`src/rtl/piso_tx.sv`:
```
// Parallel-in / serial-out transmitter: accepts a WIDTH-bit word with a
// valid/ready handshake and streams it out one bit per clock with framing flags.
module piso_tx #(
  parameter int WIDTH     = 4,
  parameter bit MSB_FIRST = 1'b1
) (
  input  logic             clk,
  input  logic             rst,
  input  logic [WIDTH-1:0] data_in,
  input  logic             load_valid,
  output logic             load_ready,
  output logic             ser_out,
  output logic             ser_valid,
  output logic             frame_start,
  output logic             last_bit,
  output logic             busy
);

  localparam int CW = $clog2(WIDTH);

  typedef enum logic {
    IDLE  = 1'b0,
    SHIFT = 1'b1
  } state_t;

  state_t           r_state;
  logic [WIDTH-1:0] r_shift;
  logic [CW-1:0]    r_cnt;
  logic             r_ser_out;
  logic             r_ser_valid;
  logic             r_frame_start;
  logic             r_last_bit;

  logic             w_accept;
  logic             w_first_bit;
  logic             w_next_bit;
  logic [WIDTH-1:0] w_shifted;
  logic             w_next_is_last;

  // The bit on ser_out always sits at the outgoing end of r_shift, so the
  // next bit to send is its neighbour one position inward.
  assign w_first_bit    = MSB_FIRST ? data_in[WIDTH-1] : data_in[0];
  assign w_next_bit     = MSB_FIRST ? r_shift[WIDTH-2] : r_shift[1];
  assign w_shifted      = MSB_FIRST ? {r_shift[WIDTH-2:0], 1'b0}
                                    : {1'b0, r_shift[WIDTH-1:1]};
  assign w_next_is_last = (r_cnt == CW'(WIDTH - 2));

  assign load_ready = !rst && ((r_state == IDLE) || r_last_bit);
  assign w_accept   = load_valid && load_ready;

  always_ff @(posedge clk) begin
    if (rst) begin
      r_state       <= IDLE;
      r_shift       <= '0;
      r_cnt         <= '0;
      r_ser_out     <= 1'b0;
      r_ser_valid   <= 1'b0;
      r_frame_start <= 1'b0;
      r_last_bit    <= 1'b0;
    end else if (w_accept) begin
      r_state       <= SHIFT;
      r_shift       <= data_in;
      r_cnt         <= '0;
      r_ser_out     <= w_first_bit;
      r_ser_valid   <= 1'b1;
      r_frame_start <= 1'b1;
      r_last_bit    <= 1'b0;
    end else begin
      case (r_state)
        SHIFT: begin
          if (r_last_bit) begin
            r_state       <= IDLE;
            r_shift       <= '0;
            r_cnt         <= '0;
            r_ser_out     <= 1'b0;
            r_ser_valid   <= 1'b0;
            r_frame_start <= 1'b0;
            r_last_bit    <= 1'b0;
          end else begin
            r_shift       <= w_shifted;
            r_cnt         <= r_cnt + CW'(1);
            r_ser_out     <= w_next_bit;
            r_frame_start <= 1'b0;
            r_last_bit    <= w_next_is_last;
          end
        end
        default: begin
          r_state <= IDLE;
        end
      endcase
    end
  end

  assign ser_out     = r_ser_out;
  assign ser_valid   = r_ser_valid;
  assign frame_start = r_frame_start;
  assign last_bit    = r_last_bit;
  assign busy        = r_ser_valid;

endmodule

```
`config.mk`:
```
export PLATFORM = sky130hd
export DESIGN_NAME = piso_tx
export DESIGN_NICKNAME = d
export VERILOG_FILES = /design/src/rtl/piso_tx.sv
export SDC_FILE = /design/constraint.sdc
export NUM_CORES = 1
export LEC_CHECK = 0
export CELL_PAD_IN_SITES_DETAIL_PLACEMENT = 1
export CELL_PAD_IN_SITES_GLOBAL_PLACEMENT = 1
export CORE_AREA = 4 4 41 43
export CTS_BUF_LIST = sky130_fd_sc_hd__clkbuf_8
export DETAILED_ROUTE_END_ITERATION = 8
export DIE_AREA = 0 0 45 47
export PLACE_DENSITY = 0.86
export SYNTH_ARGS = -nofsm -noshare
export SYNTH_HDL_FRONTEND = slang
export SYNTH_SLANG_ARGS = --single-unit
```
`constraint.sdc`:
```
create_clock -name clk -period 2 [get_ports clk]
set_input_delay 0.4 -clock clk [delete_from_list [all_inputs] [get_ports clk]]
set_output_delay 0.4 -clock clk [all_outputs]
set_load 0.01 [all_outputs]
```
* After elaboration in Yosys (flattened, before gate mapping)
Index checks and enable logic that the tools add are counted.
** Word-level totals
- Bits in registers :: 10
- Memories :: 0
- Bits in read-only memories :: 0
- Latch bits :: 0
- Memory bits (writable) :: 0
- Output and inout bits :: 6
** Cells by class
- Bitwise gates (word level) :: 1
- Shifts and indexed selects :: 0
- Order comparisons :: 0
- Div/mod/pow operators :: 0
- $mul :: 0
- Multiplexer cells :: 16
- $add $sub $neg :: 1
- Reduce and logical (&&, ||, !) cells :: 8
- Eq/ne operators :: 1
** Operators by type and width (count)
- two-way mux 1 bit :: 12
- two-way mux 3 bit :: 3
- nonzero test 2 bit :: 2
- adder 2 x 1 -> 2 bit, second input constant :: 1
- == test 2 bit, second input constant :: 1
- logical AND 1 bit :: 2
- two-way mux 2 bit :: 1
- AND reduction 2 bit :: 1
- OR reduction 2 bit :: 1
- logical NOT 1 bit :: 1
- logical OR 1 bit :: 1
- NOT 1 bit :: 1

* Logic depth before layout (Yosys ltp)
- Depth in word-level cells :: 6
- Gate-level depth with buffers :: 5
- Mapped depth without buffers :: 5

* Worst setup path after synthesis
OpenSTA, ideal clock, no wires.
- Path kind :: reg-to-output
- Start point :: register r_last_bit, in the netlist last_bit
- End point :: output load_ready
- Path buffers :: 1
- Cell stages (with the launch flop) :: 4
- Required time :: 1.600 ns
- Slack :: 0.795 ns
- Arrival time :: 0.805 ns
- Cell sequence :: dfxtp_1 nor2b_4 buf_6 nor2_1
** On the way
- Longest elaborated chain between the ends :: 2
** RTL lines
- start, declared :: RTL line 32 : logic r_last_bit;
- start signal, assigned :: RTL line 84 : r_last_bit <= w_next_is_last;
- logical OR 1 bit :: RTL line 48 : assign load_ready = !rst && ((r_state == IDLE) || r_last_bit);
- logical AND 1 bit :: RTL line 48
- end, declared :: RTL line 11 : output logic load_ready,
Every way passes these cells.

* Worst setup path after layout
- Start point :: input rst
- End point :: output load_ready
** On the way
- Longest elaborated chain between the ends :: 2
** RTL lines
- start, declared :: RTL line 8 : input logic rst,
- logical NOT 1 bit :: RTL line 48
- logical AND 1 bit :: RTL line 48
Every way passes these cells.

==> impl_results.md <==
- Total track usage: 11.3%
- Max incr delay on CP: 560 ps
- Initial detailed-routing violation count: 3
- Leak Pwr: 0.000269 uW
- Post-synth EDFFs: 0
- Core Region: 1300 um^2
- Unrepaired setup endpoints after global routing: false
- Synthesized net count: 56
- Post-place setup slack: 78.8 ps
- Setup violators final: 0
- CP Launch Type: input port
- Clock sinks: 10
- Reg-to-reg startpoint: last_bit
- Initial core utilization: 35.3%
- Final hold viol count: 0
- Vias per std cell: 5.03
- N_diodes: 0
- Fmax: 0.515 GHz
- Routed length on met2: 469 um
- Clk slew on worst S/H paths: 40 ps
- Largest vdd supply drop: 338 uV
- Post-CTS setup buffer count: 0
- Util after Layout: 50.3%
- Cell with the most instances after synthesis: dfxtp_1
- Gpl congestion: 0.703
- Io pins: 13
- Switching part of the total: 21.5%
- Total CTS buffers: 3
- CP Capture Type: output pin
- # DRC: 0
- HPWL after detailed placement: 762 um
- Max-slew violations: 0
- Ys Warns: 0
- Post-Route Setup TNS: 0 ps
- WP data required: 1600 ps
- Internal: 430 uW
- CTS H-Tree Depth: 1
- Period Utilization, post-route: 97.1%
- Critical path type: in2out
- Critical path, cell by cell: clkdlybuf4s50_1 -> nor2_1 -> clkdlybuf4s50_1
- Die W: 45 um
- FF+latch count, synth: 10
- Cells after Synth: 48
- CTS tree: done
- Sequential element share of the synthesized area: 43.6%
- Largest net degree at the start of global routing: 13
- Avg Cell Area, Syn: 9.57 um^2
- Synthesized area: 459 um^2
- Worst reg-to-reg setup slack: 790 ps
- Antenna viol nets, final: 0
- Synth top area cells: dfxtp_1 (44%), nor2_1 (7.4%), a221o_1 (6.5%)
- CP max FO: 2
- R2r worst-path depth: 4
- Unique cell type count in the Yosys netlist: 24
- Synth async-reset ratio: 0%
- CP startpoint: rst
- Cell Rows: 13
- Clock latency on the worst-skew pair: 240 ps
- Routed WL: 1.03 mm
- Commonest cells in the netlist: dfxtp_1 (10), nor2_1 (9), a221o_1 (3)
- Layout area overhead: 42.5%
- First-pass GRT wire length: 1.60 mm
- Register share of total power: 39.7%
- Max capacitance violation total: 0
- Root buf cell: clkbuf_8
- DR top layer: met4
- Rel. slew slack: 82.2%
- Cts hold-fix bufs: 0
- Vias in the first global route: 384
- Drt pass-1 iters: 2
- IO buf count: 12
- Routed WL per cell: 13.0 um
- Min-delay worst type: reg2reg
- Clock power frac: 46.0%
- Tmin final: 1940 ps
- Crit path DAT: 1540 ps
- Share of cells above drive strength 1: 15.6%
- Crit-path slowest cell: clkdlybuf4s50_1
- CP Capture Point: load_ready
- Met3 wire len: 79 um
- Post_cts resized: 0
- Tot Pwr: 548 uW
- RR Endpoint: r_shift[1]
- Nets: 73
- GRT Residual Overflow: 0
- Top FF cell, synth: dfxtp_1
- Clock skew: 6.06 ps
- Die H: 47 um
- CP most frequent cell: clkdlybuf4s50_1
- Min setup slack post-route: 58.2 ps
- Largest area contributor in the netlist: dfxtp_1
- Via count: 397
- CTS max path bufs: 2
- Share of the synthesized area in the top cell type: 43.6%
- Die ar.: 2120 um^2
- Switch Pwr: 118 uW
- Power Density: 837 nW/um^2
- Outcome: finished clean
- Wl on met1: 460 um
- Worst slew pin tran: 265 ps
- Initial antenna violation count: 0
- Combinational share of power: 14.3%
-- critical path: cells and delay by family --
kind | cells | cell delay, ps
and+or+nand+nor | 1 | 150
buffers and inverters | 2 | 990
-- cell usage in the layout, fill, tap and decap left out, types with 2 or more instances in the layout --
cell	synthesis	layout
mux2i_1	2	2
dfxtp_1	10	10
buf_4	1	4
clkdlybuf4s50_1	0	12
nor2_1	9	9
clkbuf_8	0	4
a221o_1	3	3
inv_1	2	2
a21oi_1	2	2
nor2b_1	2	2
-- per-layer routing --
metal	track usage [%]	vias to the layer above
met2	17.8	10
met3	6.90	4
li1	-	198
met4	7.02	0
met1	11.5	185
met5	0	-
-- worst min path at each step --
stage                     endpoint  startpoint  slack (ps)  cells past startpoint
final                     r_cnt[0]    r_cnt[0]         520                      2
after global placement    r_cnt[0]    r_cnt[0]         500                      2
after floorplan           r_cnt[0]    r_cnt[0]         490                      2
after global routing          busy        busy         560                      2
after CTS                 r_cnt[0]    r_cnt[0]         530                      2
after detailed placement  r_cnt[0]    r_cnt[0]         520                      2
-- registers in the layout, indices dropped and copies added (netlist names) --
signal and flops:
r_shift 3, r_cnt 2, busy 1, frame_start 1, last_bit 1, r_state 1, ser_out 1
-- power by group through the flow --
stage               Clock [uW]  Sequential (uW)  Combinational (uW)
floorplan                    0              224                39.9
global placement             0              221                77.0
detailed placement           0              221                78.5
CTS                        263              218                79.0
global route               273              219                84.9
finish                     252              217                78.3
-- stage by stage --
| stage | cell area (um^2) | cells | hold slack (ps) |
|---|---|---|---|
| detailed placement | 599 | 75 | 515 |
| floorplan | 459 | 48 | 489 |
| global route | 654 | 79 | 561 |
| finish | 654 | 79 | 521 |
| CTS | 654 | 79 | 527 |
| global placement | 599 | 75 | 505 |
-- logic make-up (layout without fill, tap and decap cells) --
family	count (synthesis)	after routing	synth area share (%)
buffers and inverters	6	22	7.90
and+or+nand+nor	20	20	25.9
AOI/OAI and AO/OA	9	9	15.5
muxes	2	2	4.36
DFF	10	10	43.6
adders and majority gates	1	1	2.72
-- cell type report --
type / count / area [um^2]
fillers: 156 / 647
inverters: 2 / 7.51
flip-flops and latches: 10 / 200
repair buffers: 16 / 150
well taps: 15 / 18.8
multi-input cells: 32 / 223
clock buffers: 4 / 55.1
Power figures use the tool's default switching activity.
